[src/rtl/rc4_pkg.sv]
// Shared types and constants for the RC4 key-schedule / keystream sequencer.
package rc4_pkg;

  localparam int SBOX_DEPTH = 256;
  localparam int SBOX_AW    = 8;

  typedef enum logic [3:0] {
    IDLE, INIT, K_RI, K_RJ, K_SW, P_RI, P_RJ, P_SW, P_RK, P_OUT
  } state_t;

endpackage

[src/rtl/rc4_sched_if.sv]
// Keystream valid/ready handshake between the sequencer and its consumer.
interface rc4_sched_if;
  logic [7:0] ks_data;
  logic       ks_valid;
  logic       ks_ready;

  modport master (output ks_data, ks_valid, input ks_ready);
  modport slave  (input ks_data, ks_valid, output ks_ready);
endinterface

[src/rtl/rc4_sched.sv]
// RC4 sequencer: initialises and key-schedules an external S-box RAM, then
// streams keystream bytes one swap per five cycles over a valid/ready port.
module rc4_sched
  import rc4_pkg::*;
#(
  parameter int SBOX_AW = 8
) (
  input  logic               clk,
  input  logic               rst_n,
  input  logic               start,
  input  logic               abort,
  input  logic [7:0]         key_len,
  output logic [7:0]         key_addr,
  input  logic [7:0]         key_data,
  output logic [SBOX_AW-1:0] raddr_1,
  input  logic [7:0]         rdata_1,
  output logic [SBOX_AW-1:0] waddr_2,
  output logic [7:0]         wdata_2,
  output logic               wen_2,
  output logic [SBOX_AW-1:0] addr_3,
  output logic [7:0]         wdata_3,
  output logic               wen_3,
  input  logic [7:0]         rdata_3,
  output logic               busy,
  output logic               key_ready,
  rc4_sched_if.master        ks
);

  state_t     state;
  logic [7:0] i, j, kidx, t, si, klen, ks_q;
  logic [7:0] j_new;

  // The RAM has one cycle of read latency, so the new j must reach addr_3
  // in the same cycle it is computed for S[j] to be ready at the swap.
  always_comb j_new = j + rdata_1 + ((state == K_RJ) ? key_data : 8'd0);

  always_comb begin
    raddr_1 = '0;
    waddr_2 = '0;
    wdata_2 = '0;
    wen_2   = 1'b0;
    addr_3  = '0;
    wdata_3 = '0;
    wen_3   = 1'b0;
    case (state)
      INIT: begin
        wen_2   = 1'b1;
        waddr_2 = i;
        wdata_2 = i;
      end
      K_RI:        raddr_1 = i;
      P_RI:        raddr_1 = i + 8'd1;
      K_RJ, P_RJ:  addr_3  = j_new;
      K_SW, P_SW: begin
        wen_2   = 1'b1;
        waddr_2 = i;
        wdata_2 = rdata_3;
        addr_3  = j;
        wdata_3 = si;
        wen_3   = (i != j);
      end
      // Holding t keeps rdata_1 (the output byte) stable while stalled.
      P_RK, P_OUT: raddr_1 = t;
      default: ;
    endcase
    if (abort) begin
      wen_2 = 1'b0;
      wen_3 = 1'b0;
    end
  end

  assign key_addr    = kidx;
  assign busy        = !(state inside {IDLE, P_OUT});
  assign ks.ks_valid = (state == P_OUT);
  assign ks.ks_data  = (state == P_OUT) ? rdata_1 : ks_q;

  always_ff @(posedge clk) begin
    if (!rst_n) begin
      state     <= IDLE;
      i         <= '0;
      j         <= '0;
      kidx      <= '0;
      t         <= '0;
      si        <= '0;
      klen      <= '0;
      ks_q      <= '0;
      key_ready <= 1'b0;
    end else if (abort) begin
      state     <= IDLE;
      key_ready <= 1'b0;
    end else begin
      case (state)
        IDLE: if (start) begin
          state <= INIT;
          i     <= '0;
          j     <= '0;
          kidx  <= '0;
          klen  <= key_len;
        end
        INIT: begin
          i <= i + 8'd1;
          if (i == 8'hFF) state <= K_RI;
        end
        K_RI: state <= K_RJ;
        K_RJ: begin
          si    <= rdata_1;
          j     <= j_new;
          state <= K_SW;
        end
        K_SW: begin
          // 8-bit compare makes key_len 0 wrap after 256 bytes.
          kidx <= (kidx + 8'd1 == klen) ? 8'd0 : kidx + 8'd1;
          i    <= i + 8'd1;
          if (i == 8'hFF) begin
            state     <= P_RI;
            j         <= '0;
            key_ready <= 1'b1;
          end else begin
            state <= K_RI;
          end
        end
        P_RI: begin
          i     <= i + 8'd1;
          state <= P_RJ;
        end
        P_RJ: begin
          si    <= rdata_1;
          j     <= j_new;
          state <= P_SW;
        end
        P_SW: begin
          t     <= si + rdata_3;
          state <= P_RK;
        end
        P_RK: state <= P_OUT;
        P_OUT: begin
          ks_q <= rdata_1;
          if (ks.ks_ready) state <= P_RI;
        end
        default: state <= IDLE;
      endcase
    end
  end

endmodule

[src/flat_wrapper.sv]
// flat-port wrapper written by rule: the top's interface ports become plain ports
module rc4_sched_flat import rc4_pkg::*;
#(
  parameter int SBOX_AW = 8
)
  (clk, rst_n, start, abort, key_len, key_addr, key_data, raddr_1, rdata_1, waddr_2, wdata_2, wen_2, addr_3, wdata_3, wen_3, rdata_3, busy, key_ready, ks_ks_data, ks_ks_valid, ks_ks_ready);
  rc4_sched_if ks_i ();
  input  logic clk;
  input  logic rst_n;
  input  logic start;
  input  logic abort;
  input  logic [7:0] key_len;
  output logic [7:0] key_addr;
  input  logic [7:0] key_data;
  output logic [SBOX_AW-1:0] raddr_1;
  input  logic [7:0] rdata_1;
  output logic [SBOX_AW-1:0] waddr_2;
  output logic [7:0] wdata_2;
  output logic wen_2;
  output logic [SBOX_AW-1:0] addr_3;
  output logic [7:0] wdata_3;
  output logic wen_3;
  input  logic [7:0] rdata_3;
  output logic busy;
  output logic key_ready;
  output wire logic [$bits(ks_i.ks_data)-1:0] ks_ks_data;
  output wire logic [$bits(ks_i.ks_valid)-1:0] ks_ks_valid;
  input wire logic [$bits(ks_i.ks_ready)-1:0] ks_ks_ready;
  assign ks_ks_data = ks_i.ks_data;
  assign ks_ks_valid = ks_i.ks_valid;
  assign ks_i.ks_ready = ks_ks_ready;
  rc4_sched #(.SBOX_AW(SBOX_AW)) u_core (.clk(clk), .rst_n(rst_n), .start(start), .abort(abort), .key_len(key_len), .key_addr(key_addr), .key_data(key_data), .raddr_1(raddr_1), .rdata_1(rdata_1), .waddr_2(waddr_2), .wdata_2(wdata_2), .wen_2(wen_2), .addr_3(addr_3), .wdata_3(wdata_3), .wen_3(wen_3), .rdata_3(rdata_3), .busy(busy), .key_ready(key_ready), .ks(ks_i));
endmodule
[config.mk]
export PLATFORM = sky130hd
export DESIGN_NAME = rc4_sched_flat
export DESIGN_NICKNAME = d
export VERILOG_FILES = /design/src/rtl/rc4_pkg.sv /design/src/rtl/rc4_sched_if.sv /design/src/rtl/rc4_sched.sv /design/src/flat_wrapper.sv
export SDC_FILE = /design/constraint.sdc
export NUM_CORES = 1
export LEC_CHECK = 0
export BUFFER_PORTS_ARGS = -buffer_cell sky130_fd_sc_hd__buf_2
export CORE_MARGIN = 5
export CORE_UTILIZATION = 50
export CTS_BUF_LIST = sky130_fd_sc_hd__clkbuf_16
export CTS_CLUSTER_DIAMETER = 30
export DETAILED_ROUTE_END_ITERATION = 7
export GPL_TIMING_DRIVEN = 0
export PLACE_DENSITY = 0.78
export SYNTH_ARGS = -nofsm -noshare
export SYNTH_HDL_FRONTEND = slang
export SYNTH_SLANG_ARGS = --single-unit
[constraint.sdc]
create_clock -name clk -period 3.05 [get_ports clk]
set_input_delay 0.305 -clock clk [delete_from_list [all_inputs] [get_ports clk]]
set_output_delay 0.305 -clock clk [all_outputs]
set_load 0.02 [all_outputs]
# Word level (Yosys, flattened, before mapping)
# Index checks and enable logic that the tools add are counted.
dict set report word_totals {
  register_bits 61
  latchBits 0
  mem_bits_rw 0
  mem_bits_ro 0
  inputBits 37
  word_cells 74
  memories 0
}
dict set report classes {
  add_sub_neg 5
  n_mul 0
  n_div 0
  magnitude_cmp 0
  n_eq_ne 16
  shift 0
  mux 22
  n_bitwise 2
  reduce_logical 20
}
# cell count
set ops {}
lappend ops {{8-bit case mux with 2 select lines} 4}
lappend ops {{8-bit 2-to-1 mux} 7}
lappend ops {{8-bit case mux with 3 select lines} 2}
lappend ops {{4-bit case mux with 10 select lines} 1}
lappend ops {{8-bit adder} 3}
lappend ops {{8-bit by 1-bit adder with 8-bit output (second input constant)} 2}
lappend ops {{4-bit by 3-bit equality test with 1-bit output (second input constant)} 4}
lappend ops {{4-bit 2-to-1 mux} 3}
lappend ops {{3-bit AND reduction} 4}
lappend ops {{4-bit by 2-bit equality test with 1-bit output (second input constant)} 2}
lappend ops {{4-bit equality test (second input constant)} 2}
lappend ops {{8-bit equality test} 1}
lappend ops {{8-bit equality test (second input constant)} 1}
lappend ops {{8-bit != test} 1}
lappend ops {{2-bit OR reduction} 4}
lappend ops {{2-bit by 1-bit != test with 1-bit output (second input constant)} 3}
lappend ops {{2-bit AND reduction} 3}
lappend ops {{2-bit nonzero test} 3}
lappend ops {{3-bit OR reduction} 2}
lappend ops {{4-bit by 1-bit equality test with 1-bit output (second input constant)} 1}
lappend ops {{4-bit logical NOT} 1}
lappend ops {{1-bit 2-to-1 mux} 4}
lappend ops {{4-bit AND reduction} 1}
lappend ops {{3-bit 2-to-1 mux} 1}
lappend ops {{other kinds (4)} 5}

# Depth between registers and ports, before layout
# Gate-level depths: netlist of run 1.
dict set report logic_depth {
  ltp_word 4
  depth_mapped 15
  mapped_depth_nobuf 14
}

# Worst setup path after synthesis of run 1
# No wires, ideal clock.
dict set report synth_path {
  path_kind {register -> output}
  startpoint {register u_core.state[3]}
  endpoint {output port addr_3[7]}
  arrival_time_ns 3.113
  slack_ns -0.368
  path_stages_with_launch 15
  n_path_buf 1
  cell_sequence {dfxtp_1 clkbuf_1 nand2b_1 nor2_1 and2_1 fa_1 ha_1 inv_1 fa_1 inv_1 a21oi_1 o21bai_1 a31oi_1 xnor2_1 o21ai_0}
}
dict set report synth_via {
  elab_chain_len 4
  elab_cells_between_ends 9
}
# element line_no
set synth_lines {}
lappend synth_lines {{start, declared} rc4_sched.sv:29} ;# state_t state;
lappend synth_lines {{start signal, assigned} rc4_sched.sv:79} ;# state <= IDLE;
lappend synth_lines {{start signal, assigned} rc4_sched.sv:89} ;# state <= IDLE;
lappend synth_lines {{start signal, assigned} rc4_sched.sv:94} ;# state <= INIT;
lappend synth_lines {{4-bit by 2-bit equality test with 1-bit output} {rc4_sched.sv:35, rc4_sched.sv:45}}
lappend synth_lines {{8-bit 2-to-1 mux} rc4_sched.sv:35} ;# always_comb j_new = j + rdata_1 + ((state == K_RJ) ? key_data : 8'd0);
lappend synth_lines {{8-bit adder} rc4_sched.sv:35}
lappend synth_lines {{8-bit case mux with 2 select lines *} rc4_sched.sv:45} ;# case (state)
lappend synth_lines {{end, declared} flat_wrapper.sv:20} ;# output logic [SBOX_AW-1:0] addr_3;
# Mark *: on every way between the ends. The rest lies on a longest branch, timed or not.

# Worst setup path after layout of run 1
dict set report layout_path {
  startpoint {register u_core.state[0]}
  endpoint {output port addr_3[5]}
}
# The elaborated chain is that of the path after synthesis.

==> run summary, run 1 <==
The flow ran to the end, but the final reports show violations. The final reports fail on negative setup slack. The number of buffers created by CTS was 9. The netlist uses 57 different library cells.

The run gives -0.716 ns as the placement-stage worst setup slack. Max-cap violations in this run came to 0. Of the cells placed in the final design, the portion with a size suffix greater than 1 is 28.5%.

The setup slack on the worst flop-to-flop path is -0.21 ns, and the area of all placed cells without fillers is 5640 um^2. For the initial standard-cell utilization of the core, the log shows 50.4%. In this run the count of I/O pins placed on the die edge is 98. The synthesized design devotes to its leading area cell type 28.2% of total area. VDD sags by at most 0.250 mV. At the pin with the least slew margin, the transition time is 0.728 ns. Global routing consumed, over all layers together, 24.9% of the routing resources. In the final layout, the multi-input gates occupy 2970 um^2.

Entering global routing, the biggest net connects 12 pins. Time the final worst path needs with I/O delays and setup: 3.54 ns. The detailed-route via count came out at 4470.

The power density over cell area is 387 nW/um^2, and the y dimension of the die is 103 um. Along the worst path, the maximum fanout reaches 8. Dividing the detail-routed wire length by the instance count gives 17.2 um.

Setup repair after global routing could not meet its margin everywhere. The synthesized area divided by synthesized cell count works out to 8.08 um^2. The tools report the sequential share of the synthesized area as 28.2%. The number of instances on the worst hold path works out to 3. For hold timing, the worst endpoint is u_core.klen[0]. Per-cell via count in the routed design: 5.75. Achievable frequency: 283 MHz.

In the synthesized netlist the dominant register cell turns out to be dfxtp_1. Setup violations remaining at the end of the flow were counted as 8. Detailed-route wire length: 13.4 mm.

The floorplan step defined a die boundary enclosing 10600 um^2. The post-synthesis net count was 597; the fraction of registers with async set or reset after synthesis was 0%. Leakage dissipation: 2.60 nW.

For the final database, setup skew stands at 0.00432 ns. Clock slew at the register clock pins of the worst setup and hold paths: 0.06 ns. Most common cell after layout, fill and taps aside: buf_2. The library cell with the largest summed area after synthesis was dfxtp_1.

The tools report the post-layout utilization of the core as 65.7%. Relative area change from synthesis to final layout: 30.3%. The critical register-to-register path endpoint is u_core.j[6].

The repair_antennas step left the layout with diodes totalling 0. Measured against its own limit, the worst slew margin works out to 51.1%. The tools report the first-pass GRT wire length as 20.6 mm.

Logic depth of the worst register-to-register path: 18. In the synthesized netlist, the number of instances is 536. After clock tree synthesis, the flow added hold-fix buffers numbering 0.

Number of enable flip-flop cells after synthesis: 0. Sorting the synthesized cells by area gives the leading types as dfxtp_1 28%, nand2_1 6.8%, mux2i_1 6.5%. The run gives 8590 um^2 as the area of the core. The final critical-path setup slack came out at -0.487 ns. Yosys printed 0 warnings.

The share of the cycle needed by the critical path after routing is 116%. For the worst setup path, the data required time is 2.74 ns. The type of element launching the critical path was a flip-flop. At the end of the flow, the number of nets in the layout was 726.

The netlist area before placement is 4330 um^2. The critical path is of the flip-flop to output pin type. The tools report the final number of hold-violating endpoints as 0. The die is 103 um wide. TritonCTS built the clock tree.

Number of antenna-violating nets in the routed design: 0. The floorplan has 34 rows. The overflow left after global routing came out at 0. For the detailed router's first-iteration violation count, the log shows 316. The initial antenna violation count was 0; the data arrival time of the worst path was 3.23 ns.

Leaving out fill and tap cells, the most frequent cells in the layout are 95 x buf_2, 77 x nand2_1, 57 x dfxtp_1. The reg-to-reg startpoint is u_core.state[0]. The overall power consumption came out at 2.18 mW. In this run the worst hold path is classified as primary input to flip-flop.

The run gives 0.946 as the global placement routability congestion. The H-tree was split into 3 levels. The number of buffers between clock root and the deepest sink came out at 2. The startpoint identified for the worst hold timing path is key_len[0].

Library cell used as clock root buffer: clkbuf_16. For the max-slew violation total from the final report, the log shows 0. Once placement finished, the instance area stood at 4960 um^2.

For this run, design rule violations remaining after detail routing come to 0. The sequential cell area was 1230 um^2. The number of fill cells in the layout was 709. Critical path endpoint category: an output pin. The clock drives 61 sinks.

Summed over all nets, the half-perimeter wirelength after detailed placement is 9.58 mm. Flop and latch count out of synthesis: 61. The later pin in the worst-skew pair is clocked with a latency of 0.32 ns. Port buffering added 95 buffers. The logs give 4138 for the via count of the first global-routing pass and 5 for the number of detailed-routing iterations run before antenna repair.
## per-stage QoR
step / setup TNS [ns] / std cells / hold WS (ns)
2_1_floorplan: -0.0229 / 536 / 0.434
3_3_place_gp: -3.39 / 739 / 0.452
3_5_place_dp: -4.54 / 739 / 0.458
4_1_cts: -1.43 / 770 / 0.232
5_1_grt: -2.83 / 778 / 0.241
6_report: -2.10 / 778 / 0.239
## sequential cells by signal, indices dropped and copies added (netlist names)
register,cells
u_core.i,8
u_core.j,8
u_core.key_addr,8
u_core.key_ready,1
u_core.klen,8
u_core.ks_q,8
u_core.si,8
u_core.state,4
u_core.t,8
## cell families (layout without fill, tap and decap cells)
family | count (synthesis) | after routing | share of synthesized area [%]
buf+inv | 51 | 185 | 5.66
fa+ha+maj | 24 | 24 | 8.50
flops | 61 | 61 | 28.2
simple gates | 229 | 229 | 27.7
compound gates | 101 | 101 | 14.9
xor+xnor | 41 | 41 | 8.29
mux | 29 | 29 | 6.73
## worst max-delay path by stage
stage                          startpoint  slack (ns)         to
final                     u_core.state[0]       -0.49  addr_3[5]
after global routing      u_core.state[0]       -0.58  addr_3[5]
after CTS                 u_core.state[3]       -0.36  addr_3[5]
after detailed placement  u_core.state[1]       -0.72  addr_3[7]
after global placement    u_core.state[1]       -0.62  addr_3[7]
after floorplan           u_core.state[3]       -0.02  addr_3[7]
## synth_stat cells, types with 2 or more instances
cell type  number
and3_1          4
mux2i_1        28
and2_1         28
o22ai_1         3
fa_1            9
o21ai_0        34
dfxtp_1        61
nand2_1        79
a21o_1          5
inv_1          17
a21boi_0        2
nand3_1        14
buf_4           2
nand2b_1        5
o21ai_1         3
a22oi_1         6
a21oi_1        24
xnor2_1        30
buf_6           4
clkbuf_1       18
buf_2           7
a22o_1          9
nor3_1          9
nor2_1         22
a31oi_1         4
nor3b_1         8
nor4_1          2
nand4_1         7
xor2_1         11
nor2b_1        38
o21bai_1        3
ha_1           15
## power breakdown
| group | leakage [nW] | switching [mW] | total, mW | internal [mW] |
|---|---|---|---|---|
| Combinational | 1.94 | 0.119 | 0.206 | 0.0870 |
| Sequential | 0.494 | 0.00646 | 0.810 | 0.804 |
| Clock | 0.167 | 0.373 | 1.17 | 0.795 |
## cell type report
type,instances,area share (%)
tap,108,2.40
clock buffer,9,3.99
sequential,61,21.8
inverter,18,1.26
buffer,31,3.13
timing repair buffer,120,12.7
clock inverter,7,2.04
multi-input combinational,424,52.7
## routing by layer
metal | share of wire [%] | track usage, % | vias to the layer above
met5 | 0 | 0 | -
met1 | 42 | 32.0 | 2101
met2 | 47 | 40.4 | 233
met3 | 7.2 | 4.40 | 51
li1 | - | - | 2085
met4 | 4.3 | 11.9 | 0
## worst max-delay path, stage by stage (launching register included)
cell and delay (ns):
dfxtp_2 0.31, buf_6 0.13, nand2b_4 0.08, nor2_4 0.05, and2_4 0.14, fa_1 0.57
ha_2 0.22, inv_2 0.05, fa_2 0.38, inv_2 0.07, a21oi_2 0.04, o21bai_1 0.20
buf_4 0.16, xor2_1 0.17, nand2_1 0.13, nand2_2 0.11, buf_6 0.12
## timing repair
item                       in CTS  in global routing
setup endpoints to repair      13                 31
pin swaps                      17                 14
gates resized for setup        33                 21
buffers inserted               17                 12
(Power assumes the default switching activity.)
==> run 2, diff against run 1 <==
--- a/config.mk
+++ b/config.mk
@@ -11,8 +11,9 @@
 export CTS_BUF_LIST = sky130_fd_sc_hd__clkbuf_16
 export CTS_CLUSTER_DIAMETER = 30
 export DETAILED_ROUTE_END_ITERATION = 7
-export GPL_TIMING_DRIVEN = 0
+export MAX_ROUTING_LAYER = met4
 export PLACE_DENSITY = 0.78
+export SETUP_SLACK_MARGIN = 0.3
 export SYNTH_ARGS = -nofsm -noshare
 export SYNTH_HDL_FRONTEND = slang
 export SYNTH_SLANG_ARGS = --single-unit
==> run 2 against run 1 <==
  * The run still ends with negative setup slack left
  * Non-clock buffer count is 21 lower
  * Global-route usage decreased by 0.28 points
  * Highest routed layer unchanged
  * First-iteration DRC count is 36% lower
  * Die area is the same
==> run summary, run 2 (same netlist as run 1, synthesis figures left out) <==
Data arrives at the worst endpoint at 2.96 ns. The y dimension of the die was 103 um; the number of instances on the worst hold path was 3. The run gives 46.6% as the clock network power share. For the number of top-level pins, the log shows 98. The number of sinks driven by the clock tree is 61. The run gives 9.24 mm as the detailed placement HPWL. The internal power of the cells totals 1.43 mW. The analysis attributes to cell leakage a power of 2.50 nW. The worst setup path is launched from a flip-flop. Logic depth of the worst register-to-register path: 19.

The logs give 0 for the final number of hold-violating endpoints and -0.17 ns for the setup slack on the worst flop-to-flop path. The logs give 0 for the max-slew violation total from the final report and 0 for the initial antenna violation count. Along the worst path, the maximum fanout reaches 4.

The clock tree synthesis step divided the H-tree into 3 levels. Fill cells in the final layout number 750. The flow ran to the end, but the final reports show violations.

For hold timing, the worst endpoint is u_core.klen[4]. The final critical-path setup slack was -0.214 ns. Power spread over the standard cell area amounts to 349 nW/um^2. The library cells used most frequently in the layout, excluding fill and tap cells, are 91 x buf_2, 76 x nand2_1, 58 x dfxtp_1.

The count of standard-cell rows was 34. Net switching is 24.8% of the power. The tools report the antenna diode count as 0. The die is 103 um wide.

The average wire per standard cell came out at 16.7 um. In the global route stage, overall resource usage came out at 24.6%. The run gives 9 as the number of buffers created by CTS. In this run the critical register-to-register path is captured at u_core.j[7]. At the worst endpoint, the required time is 2.74 ns. The per-cell via count in the routed design is 5.61, and the first-pass GRT wire length is 19.9 mm. The layout cell share with drive strength beyond 1 is 28.2%, and the share of the cycle needed by the critical path after routing is 107%. The achievable frequency was 306 MHz. For the number of detailed-routing iterations run before antenna repair, the log shows 5.

Worst setup path category: flip-flop to output pin. Input and output buffers added on the ports amount to 97. The share of power burned in registers is 42.7%. Reported max-cap violation count: 0. For the overall power consumption, the log shows 1.90 mW. The detailed-route wire length came out at 12.6 mm. The number of failing setup endpoints in the final timing report was 5; the worst-case clock skew was 0.00603 ns.

The number of buffers between clock root and the deepest sink is 2. Setup repair after global routing could not meet its margin everywhere. The global placement routability congestion is 0.950. The reg-to-reg startpoint was u_core.state[2].

The clock slew at the register clock pins of the worst setup and hold paths was 0.05 ns. The final reports fail on negative setup slack. Measured against its own limit, the worst slew margin works out to 40.0%. After the last flow step, the layout net total stands at 705. The worst path in the final design needs a cycle of 3.26 ns, including I/O delays and setup.

The detailed-route via count came out at 4240. The worst hold path class was primary input to flip-flop. The largest net degree at the start of global routing is 30, and the maximum resistive drop on vdd is 0.251 mV. The most common cell after layout, fill and taps aside is buf_2. TritonCTS built the clock tree. CTS placed an instance of clkbuf_16 at the clock tree root.

After global routing the overflow that remains totals 0. The worst hold path begins at key_len[4]. The relative area change from synthesis to final layout was 25.6%; the pin slew with the least headroom to its limit was 0.893 ns. The run gives 202 as the detailed router's first-iteration violation count. The floorplan step defined a die boundary enclosing 10600 um^2.

The share of total power dissipated in combinational logic is 10.7%. The number of antenna-violating nets in the routed design is 0, and the area of the core is 8590 um^2. The initial standard-cell utilization of the core is 50.4%, and the clock latency at the later pin of the worst-skew pair is 0.32 ns. The worst setup path is captured at an output pin. For this design the total switching power over the nets is 0.471 mW. The remaining routing DRC violations was 0.

The via count of the first global-routing pass is 4131, and the sum of negative setup slack is -0.830 ns.
-- run 2: cell types whose count changed in the layout (fill, tap and decap cells not counted), moves of 2 or more --
cell / previous run / this run
buf_4: 23 / 28
clkinv_2: 1 / 4
clkbuf_1: 16 / 0
bufinv_16: 3 / 0
and2_1: 25 / 27
buf_6: 15 / 11
buf_2: 95 / 91
and2_4: 3 / 1
clkinv_1: 0 / 2
-- run 2: power groups by stage --
stage | clock network [mW] | logic (mW) | registers, mW
2_1_floorplan | 0 | 0.114 | 0.826
3_3_place_gp | 0 | 0.177 | 0.828
3_5_place_dp | 0 | 0.181 | 0.828
4_1_cts | 0.903 | 0.195 | 0.811
5_1_grt | 0.943 | 0.220 | 0.812
6_report | 0.885 | 0.202 | 0.812
-- run 2: critical path, cell delays in order, from the launching register on --
cell and delay (ns):
dfxtp_2 0.33, nand2b_4 0.14, nor2_4 0.04, and2_4 0.13, fa_1 0.49, ha_2 0.19, inv_2 0.04, fa_2 0.35
inv_2 0.07, a21oi_2 0.06, o21bai_1 0.20, a31oi_1 0.13, xnor2_1 0.23, o21ai_2 0.10, buf_6 0.13
-- run 2: metal layers --
metal	wire length [um]	part of all wire, %	vias up	track usage, %
met5	0	0	-	-
met4	269	2.1	0	8.57
met3	868	6.9	29	4.60
met2	6150	49	183	39.9
met1	5320	42	1989	30.8
li1	-	-	2039	-
-- run 2: what timing repair did --
action,in CTS,in global routing
endpoints found under the setup margin,9,10
pin swaps,14,13
gates resized for setup,23,12
endpoints found under the hold margin,0,0
hold buffers,0,0
setup buffers,14,4
-- run 2: metrics by stage --
step                cells  cell area (um^2)  utilization (%)  hold slack, ns  setup slack (ns)
floorplan             536              4380                -           0.434             0.108
global placement      723              4930             57.3           0.445             0.120
detailed placement    723              4930             57.3           0.461            0.0114
CTS                   752              5360             62.4           0.225            -0.200
global route          756              5440             63.3           0.248            -0.344
finish                756              5440             63.3           0.233            -0.214
-- run 2: final cells by class --
type / instances / area [um^2] / area share [%]
repair buffers: 130 / 790 / 14.5
multi-input cells: 424 / 2960 / 54.5
inverters: 18 / 67.6 / 1.24
flip-flops and latches: 61 / 1220 / 22.5
well taps: 108 / 135 / 2.49
clock inverters: 6 / 31.3 / 0.575
clock buffers: 9 / 225 / 4.14
-- run 2: how the worst max path moves through the flow --
stage / cells after the start / from / to
4_1_cts: 15 / u_core.state[2] / addr_3[5]
3_3_place_gp: 14 / u_core.state[2] / addr_3[7]
3_5_place_dp: 14 / u_core.state[2] / addr_3[7]
2_1_floorplan: 14 / u_core.state[3] / addr_3[7]
5_1_grt: 14 / u_core.state[2] / addr_3[7]
6_report: 14 / u_core.state[2] / addr_3[7]
